File: src/rtl/cis_scan_scheduler.sv
// cis_scan_scheduler: line/frame sequencer for the CIS exposure controller.
// Produces the sensor start pulse, scan/frame strobes, R/G/B phase stepping,
// per-frame line counting and exposure-overrun detection. Config is sampled
// only when a start is accepted and held in shadow registers for the scan.
module cis_scan_scheduler #(
    parameter int CNT_W      = 16,
    parameter int SPW_W      = 8,
    parameter int MIN_PERIOD = 8
) (
    input  logic             i_clk,
    input  logic             i_rst_n,
    input  logic             i_start,
    input  logic             i_stop,
    input  logic             i_continuous,
    input  logic             i_color_mode,
    input  logic [CNT_W-1:0] i_line_period,
    input  logic [SPW_W-1:0] i_sp_width,
    input  logic [CNT_W-1:0] i_lines_per_frame,
    input  logic             i_led_oe_n,
    output logic             o_sp,
    output logic             o_pos_start,
    output logic             o_pos_frame,
    output logic [1:0]       o_color_phase,
    output logic [CNT_W-1:0] o_line_cnt,
    output logic             o_frame_done,
    output logic             o_busy,
    output logic             o_cfg_err,
    output logic             o_overrun
);

    typedef enum logic [1:0] {
        ST_IDLE     = 2'd0,
        ST_RUN      = 2'd1,
        ST_STOPPING = 2'd2
    } state_t;

    localparam logic [CNT_W-1:0] CNT_ZERO = {CNT_W{1'b0}};
    localparam logic [CNT_W-1:0] CNT_ONE  = {{(CNT_W-1){1'b0}}, 1'b1};
    localparam logic [CNT_W-1:0] CNT_MIN  = CNT_W'(MIN_PERIOD);

    // Registered state and outputs
    state_t           r_state;
    logic [CNT_W-1:0] r_period_cnt;
    logic [1:0]       r_phase;
    logic [CNT_W-1:0] r_line_cnt;
    logic             r_sp;
    logic             r_pos_start;
    logic             r_pos_frame;
    logic             r_frame_done;
    logic             r_busy;
    logic             r_cfg_err;
    logic             r_overrun;

    // Shadow copies of the configuration, frozen for the whole scan
    logic             r_sh_color;
    logic             r_sh_cont;
    logic [CNT_W-1:0] r_sh_period;
    logic [SPW_W-1:0] r_sh_spw;
    logic [CNT_W-1:0] r_sh_lpf;

    // Next-state values
    state_t           w_state_nxt;
    logic [CNT_W-1:0] w_period_cnt_nxt;
    logic [1:0]       w_phase_nxt;
    logic [CNT_W-1:0] w_line_cnt_nxt;
    logic             w_sp_nxt;
    logic             w_pos_start_nxt;
    logic             w_pos_frame_nxt;
    logic             w_frame_done_nxt;
    logic             w_busy_nxt;
    logic             w_cfg_err_nxt;
    logic             w_overrun_nxt;
    logic             w_accept;

    // Decoded conditions
    logic             w_active;
    logic             w_cfg_ok;
    logic             w_period_end;
    logic             w_line_done;
    logic             w_last_line;
    logic [CNT_W-1:0] w_spw_in_ext;
    logic [CNT_W-1:0] w_spw_sh_ext;

    assign w_spw_in_ext = {{(CNT_W-SPW_W){1'b0}}, i_sp_width};
    assign w_spw_sh_ext = {{(CNT_W-SPW_W){1'b0}}, r_sh_spw};

    assign w_cfg_ok = (i_line_period >= CNT_MIN) &&
                      (i_sp_width != {SPW_W{1'b0}}) &&
                      (w_spw_in_ext < i_line_period) &&
                      (i_lines_per_frame != CNT_ZERO);

    assign w_active     = (r_state != ST_IDLE);
    assign w_period_end = w_active && (r_period_cnt == (r_sh_period - CNT_ONE));
    // A line ends on every period in gray mode, and on the B period in colour mode
    assign w_line_done  = w_period_end && (!r_sh_color || (r_phase == 2'd2));
    assign w_last_line  = w_line_done && ((r_line_cnt + CNT_ONE) == r_sh_lpf);

    // State register
    always_ff @(posedge i_clk or negedge i_rst_n) begin
        if (!i_rst_n) begin
            r_state <= ST_IDLE;
        end else begin
            r_state <= w_state_nxt;
        end
    end

    // Next-state and next-output decode
    always_comb begin
        w_state_nxt      = r_state;
        w_period_cnt_nxt = r_period_cnt;
        w_phase_nxt      = r_phase;
        w_line_cnt_nxt   = r_line_cnt;
        w_pos_start_nxt  = 1'b0;
        w_pos_frame_nxt  = 1'b0;
        w_frame_done_nxt = 1'b0;
        w_cfg_err_nxt    = 1'b0;
        w_overrun_nxt    = r_overrun;
        w_accept         = 1'b0;
        w_sp_nxt         = 1'b0;

        case (r_state)
            ST_IDLE: begin
                w_phase_nxt = 2'd0;
                if (i_start) begin
                    if (w_cfg_ok) begin
                        w_accept         = 1'b1;
                        w_state_nxt      = ST_RUN;
                        w_pos_start_nxt  = 1'b1;
                        w_pos_frame_nxt  = 1'b1;
                        w_period_cnt_nxt = CNT_ZERO;
                        w_line_cnt_nxt   = CNT_ZERO;
                        w_overrun_nxt    = 1'b0;
                    end else begin
                        w_cfg_err_nxt = 1'b1;
                    end
                end else begin
                    w_state_nxt = ST_IDLE;
                end
            end

            ST_RUN, ST_STOPPING: begin
                // Period counter and colour phase stepping
                if (w_period_end) begin
                    w_period_cnt_nxt = CNT_ZERO;
                    if (r_sh_color && (r_phase != 2'd2)) begin
                        w_phase_nxt = r_phase + 2'd1;
                    end else begin
                        w_phase_nxt = 2'd0;
                    end
                end else begin
                    w_period_cnt_nxt = r_period_cnt + CNT_ONE;
                end

                // Exposure still running when the period closes
                if (w_period_end && !i_led_oe_n) begin
                    w_overrun_nxt = 1'b1;
                end else begin
                    w_overrun_nxt = r_overrun;
                end

                // Line count shows the final value for the frame_done cycle, then clears
                if (w_line_done) begin
                    w_line_cnt_nxt   = r_line_cnt + CNT_ONE;
                    w_frame_done_nxt = w_last_line;
                end else if (r_frame_done) begin
                    w_line_cnt_nxt = CNT_ZERO;
                end else begin
                    w_line_cnt_nxt = r_line_cnt;
                end

                // Scan termination, frame wrap and stop requests
                if (w_line_done &&
                    ((r_state == ST_STOPPING) || i_stop || (w_last_line && !r_sh_cont))) begin
                    w_state_nxt      = ST_IDLE;
                    w_period_cnt_nxt = CNT_ZERO;
                    w_phase_nxt      = 2'd0;
                end else if (w_last_line) begin
                    w_pos_frame_nxt = 1'b1;
                end else if ((r_state == ST_RUN) && i_stop) begin
                    w_state_nxt = ST_STOPPING;
                end else begin
                    w_state_nxt = r_state;
                end
            end

            default: begin
                w_state_nxt = ST_IDLE;
            end
        endcase

        // sp follows the next period count so it rises together with period_cnt==0
        if (w_accept) begin
            w_sp_nxt = 1'b1;
        end else if (w_active && (w_state_nxt != ST_IDLE)) begin
            w_sp_nxt = (w_period_cnt_nxt < w_spw_sh_ext);
        end else begin
            w_sp_nxt = 1'b0;
        end

        // busy holds through the cycle that reports the final line
        w_busy_nxt = (w_state_nxt != ST_IDLE) || w_line_done;
    end

    // Counters and registered outputs
    always_ff @(posedge i_clk or negedge i_rst_n) begin
        if (!i_rst_n) begin
            r_period_cnt <= CNT_ZERO;
            r_phase      <= 2'd0;
            r_line_cnt   <= CNT_ZERO;
            r_sp         <= 1'b0;
            r_pos_start  <= 1'b0;
            r_pos_frame  <= 1'b0;
            r_frame_done <= 1'b0;
            r_busy       <= 1'b0;
            r_cfg_err    <= 1'b0;
            r_overrun    <= 1'b0;
        end else begin
            r_period_cnt <= w_period_cnt_nxt;
            r_phase      <= w_phase_nxt;
            r_line_cnt   <= w_line_cnt_nxt;
            r_sp         <= w_sp_nxt;
            r_pos_start  <= w_pos_start_nxt;
            r_pos_frame  <= w_pos_frame_nxt;
            r_frame_done <= w_frame_done_nxt;
            r_busy       <= w_busy_nxt;
            r_cfg_err    <= w_cfg_err_nxt;
            r_overrun    <= w_overrun_nxt;
        end
    end

    // Shadow configuration capture on an accepted start
    always_ff @(posedge i_clk or negedge i_rst_n) begin
        if (!i_rst_n) begin
            r_sh_color  <= 1'b0;
            r_sh_cont   <= 1'b0;
            r_sh_period <= CNT_ZERO;
            r_sh_spw    <= {SPW_W{1'b0}};
            r_sh_lpf    <= CNT_ZERO;
        end else if (w_accept) begin
            r_sh_color  <= i_color_mode;
            r_sh_cont   <= i_continuous;
            r_sh_period <= i_line_period;
            r_sh_spw    <= i_sp_width;
            r_sh_lpf    <= i_lines_per_frame;
        end else begin
            r_sh_color  <= r_sh_color;
            r_sh_cont   <= r_sh_cont;
            r_sh_period <= r_sh_period;
            r_sh_spw    <= r_sh_spw;
            r_sh_lpf    <= r_sh_lpf;
        end
    end

    assign o_sp          = r_sp;
    assign o_pos_start   = r_pos_start;
    assign o_pos_frame   = r_pos_frame;
    assign o_color_phase = r_phase;
    assign o_line_cnt    = r_line_cnt;
    assign o_frame_done  = r_frame_done;
    assign o_busy        = r_busy;
    assign o_cfg_err     = r_cfg_err;
    assign o_overrun     = r_overrun;

endmodule

File: config.mk
export PLATFORM = sky130hd
export DESIGN_NAME = cis_scan_scheduler
export DESIGN_NICKNAME = d
export VERILOG_FILES = /design/src/rtl/cis_scan_scheduler.sv
export SDC_FILE = /design/constraint.sdc
export NUM_CORES = 1
export LEC_CHECK = 0
export CAP_MARGIN = 20
export CORE_MARGIN = 3
export CORE_UTILIZATION = 60
export DETAILED_ROUTE_END_ITERATION = 8
export GPL_TIMING_DRIVEN = 0
export PLACE_DENSITY = 0.93
export RECOVER_POWER = 100
export SETUP_SLACK_MARGIN = 0.5
export SYNTH_ARGS = -nofsm -noshare
export SYNTH_HDL_FRONTEND = slang
export SYNTH_SLANG_ARGS = --single-unit
File: constraint.sdc
create_clock -name i_clk -period 9.01 [get_ports i_clk]
set_input_delay 2.703 -clock i_clk [delete_from_list [all_inputs] [get_ports i_clk]]
set_output_delay 2.703 -clock i_clk [all_outputs]
set_load 0.01 [all_outputs]
==> flow_summary_export.csv <==
group,metric,value,unit
floorplan,die_w,99.94,um
detailed_routing,detail-route-antenna-nets,0,
cts,clkSinkCount,85,
logic_synthesis,ys_types,68,
setup_path,slowest_stage,"dlygate4sd3_1",
sta,fin_crit_sh,82.66,%
logic_synthesis,synth.avg_cell_area,9.506,um^2
setup_path,slowest_delay,0.57,ns
cts,insertion_delay,0.37,ns
detailed_routing,met2WireLength,7044,um
setup_path,r2r_slack,3.49,ns
global_routing,grt_usage,30.32,%
sta,setup_viol,0,
floorplan,rows,33,
cts,clkTransAtPathRegs,0.08,ns
final_layout,diodes,0,
sta,clock-skew-final,0.01476,ns
logic_synthesis,synth-compound-area-share,15.48,%
detailed_routing,route.top_layer_used,"met4",
detailed_routing,wl_per_cell,19.34,um
setup_path,cp.required,9.27,ns
logic_synthesis,ys_seq_elements,85,
worst_hold_path,hp-start,"r_sh_color",
logic_synthesis,synth_fa_ha_area_share,5.198,%
logic_synthesis,synth_common_cells,"dfrtp_1, o21ai_0, nand2_1, mux2_2",
detailed_routing,wl_met3,1223,um
pwr,powerDensity,257.5,nW/um^2
floorplan,core,8382,um^2
sta,fin_tns_setup,0,ns
detailed_routing,first_iter_violations,540,
floorplan,dieArea,9988,um^2
worst_hold_path,hold_path_class,"reg -> reg",
pwr,max-vdd-ir-drop,0.1690,mV
logic_synthesis,synthXorXnorAreaFrac,7.443,%
cts,ctsHoldBuffers,0,
global_routing,grt_antenna_before_repair,0,
global_routing,grt_pass1_vias,4857,
setup_path,cp.arrival,7.71,ns
floorplan,pin_count,72,
logic_synthesis,synth_ff_type,"dfrtp_1",
placed_design,pre_cts_ws,1.389,ns
detailed_routing,num_vias,4930,
floorplan,die_h,99.94,um
outcome,violations,"capacitance limit, slew limit",
placed_design,place_hpwl,10760,um
placed_design,io_buffers,71,
sta,period_needed,7.448,ns
outcome,outcome,"finished with violations",
logic_synthesis,syn-cell-area,5295,um^2
sta,fmax,0.1343,GHz
global_routing,grt_max_degree,47,
detailed_routing,wl_met1,5684,um
final_layout,drive_gt1_share,8.851,%
sta,hold_violations,0,
floorplan,start_util,63.17,%
cts,cts-buffers-inserted,9,
cts,post_cts_buffers,0,
logic_synthesis,synth_top_family_by_area,"simple AND/OR/NAND/NOR gates",
detailed_routing,post-route-drc-count,0,
setup_path,reg2reg_depth,18,
setup_path,r2r-end,"o_sp",
final_layout,area_growth,19.40,%
cts,htree_levels,3,
logic_synthesis,yosys_warnings,0,
logic_synthesis,synth_mux_area_share,8.034,%
sta,tightest_slew,2.395,ns
logic_synthesis,async_flop_share,100.0,%
global_routing,globalRouteOverflowTotal,0,
setup_path,r2r-start,"r_sh_period[3]",
setup_path,crit_fanout,10,
setup_path,path_depth,20,
setup_path,path_buf_inv,3,
logic_synthesis,syn_inst,557,
cts,ctsResizeCount,0,
setup_path,critical_path_class,"in -> reg",
placed_design,routabilityCongestion,0.9805,
pwr,p_leak,2.754,nW
cts,tritoncts,"yes",
final_layout,nNetsFinal,709,
logic_synthesis,synth_edf_count,0,
sta,slew_headroom,-59.65,%
job,maxCapViolations,2,
sta,rsz0062_at_grt,"false",
setup_path,crit_chain,"dlygate4sd3_1 -> inv_1 -> ha_1 -> a21o_1 -> a21o_1 -> a221oi_1 -> o31ai_1 -> and3_1 -> o32a_1 -> clkbuf_1 -> o21ai_0 -> o21ai_0 -> ha_1 -> a21o_1 -> a21oi_1 -> o21ai_0 -> nor3_1 -> nand3b_1 -> or4_1 -> o31ai_1",
sta,fin_ws,1.562,ns
setup_path,cp_top_family,"compound AO/OA/AOI/OAI gates",
logic_synthesis,synth_area_leaders,"dfrtp_1, mux2_2, ha_1",
sta,finalMaxSlewViolations,88,
logic_synthesis,yosys.area_share.simple,19.85,%
logic_synthesis,synth.largest_area_cell,"dfrtp_1",
sta,hold_ws,0.4905,ns
logic_synthesis,synth.most_common_cell,"dfrtp_1",
setup_path,end_kind,"register",
global_routing,grt_pass1_wl,23930,um
worst_hold_path,worstHoldEndpoint,"r_sh_color",
cts,clockBufferDepth,2,
detailed_routing,dr.pass1.iters,5,
logic_synthesis,syn_nets,626,
detailed_routing,vias_per_cell,6.582,
worst_hold_path,min_delay_path_depth,2,
setup_path,critPathLaunch,"i_line_period[5]",
logic_synthesis,yosys.area.top_type_share,40.17,%
logic_synthesis,yosysSeqAreaShare,40.17,%
setup_path,start_kind,"input pin",
detailed_routing,wl,14480,um
cts,root_buffer,"clkbuf_8",
## through the flow
stage                     utilization (%)  total power [mW]  cells  instance area (um^2)
final                               75.43             1.628    749                  6322
after global routing                75.43             1.726    749                  6322
after CTS                           75.82             1.618    749                  6355
after detailed placement            73.43             1.330    734                  6155
after global placement              73.22             1.282    733                  6137
after floorplan                         -             1.108    557                  5295
## per-layer routing
metal  GRT usage (%)  vias up
li1                -     2198
met2           50.54      286
met1           38.81     2394
met3           5.837       52
met4           12.50        0
met5               0        -
## tightest hold or removal path, delay by kind of cell, from the launching register on
kind          cells  cell delay [ns]
flops             1             0.36
simple gates      2             0.10
## registers in the layout, indices dropped and copies added (netlist names), 2 cells and up
name,cells
o_line_cnt,16
r_period_cnt,16
r_sh_lpf,16
r_sh_period,16
r_sh_spw,8
o_color_phase,2
r_state,2
## worst max-delay path by stage
stage	to
floorplan	o_sp
global placement	o_sp
detailed placement	o_sp
CTS	o_sp
global route	o_sp
finish	o_sp
## cell families (layout without fill, tap and decap cells)
group,count (synthesis),count (layout)
AOI/OAI and AO/OA,119,119
xor gates and xnor gates,45,45
adders and majority gates,22,22
buffers and inverters,52,139
DFF,85,85
muxes,37,37
and+or+nand+nor,197,197
## cell type report
type	count	area, um^2
Sequential cell	85	2127
Timing Repair Buffer	72	708.2
Buffer	21	86.33
Clock buffer	12	155.1
Multi-Input combinational cell	420	2953
Inverter	31	116.4
Tap cell	105	131.4
Clock inverter	3	45.04
Fill cell	540	2059
## cells in the final DEF (no fill, tap or decap), types with 4 or more instances in the layout
cell type / n
nand2b_1: 8
nor3_1: 13
a21o_1: 4
o21ai_0: 48
o31ai_1: 14
xor2_1: 18
xnor2_1: 27
nor2b_1: 13
nand4_1: 14
and3_1: 7
clkbuf_8: 11
mux2_2: 32
dfrtp_1: 85
nor3b_1: 5
nand3_1: 19
ha_1: 22
a21oi_1: 13
dlygate4sd3_1: 26
nor2_1: 31
nor4_1: 18
inv_1: 31
clkdlybuf4s50_1: 44
nand2_1: 45
clkbuf_1: 21
nand3b_1: 4
## where the power goes
group          internal [mW]  leakage, nW  switching [mW]  total [mW]
sequential             0.495         1.09           0.133       0.628
combinational          0.318         1.57           0.401       0.719
clock                  0.142       0.0947           0.138       0.280
No activity file was read; power rests on OpenSTA's default activity.
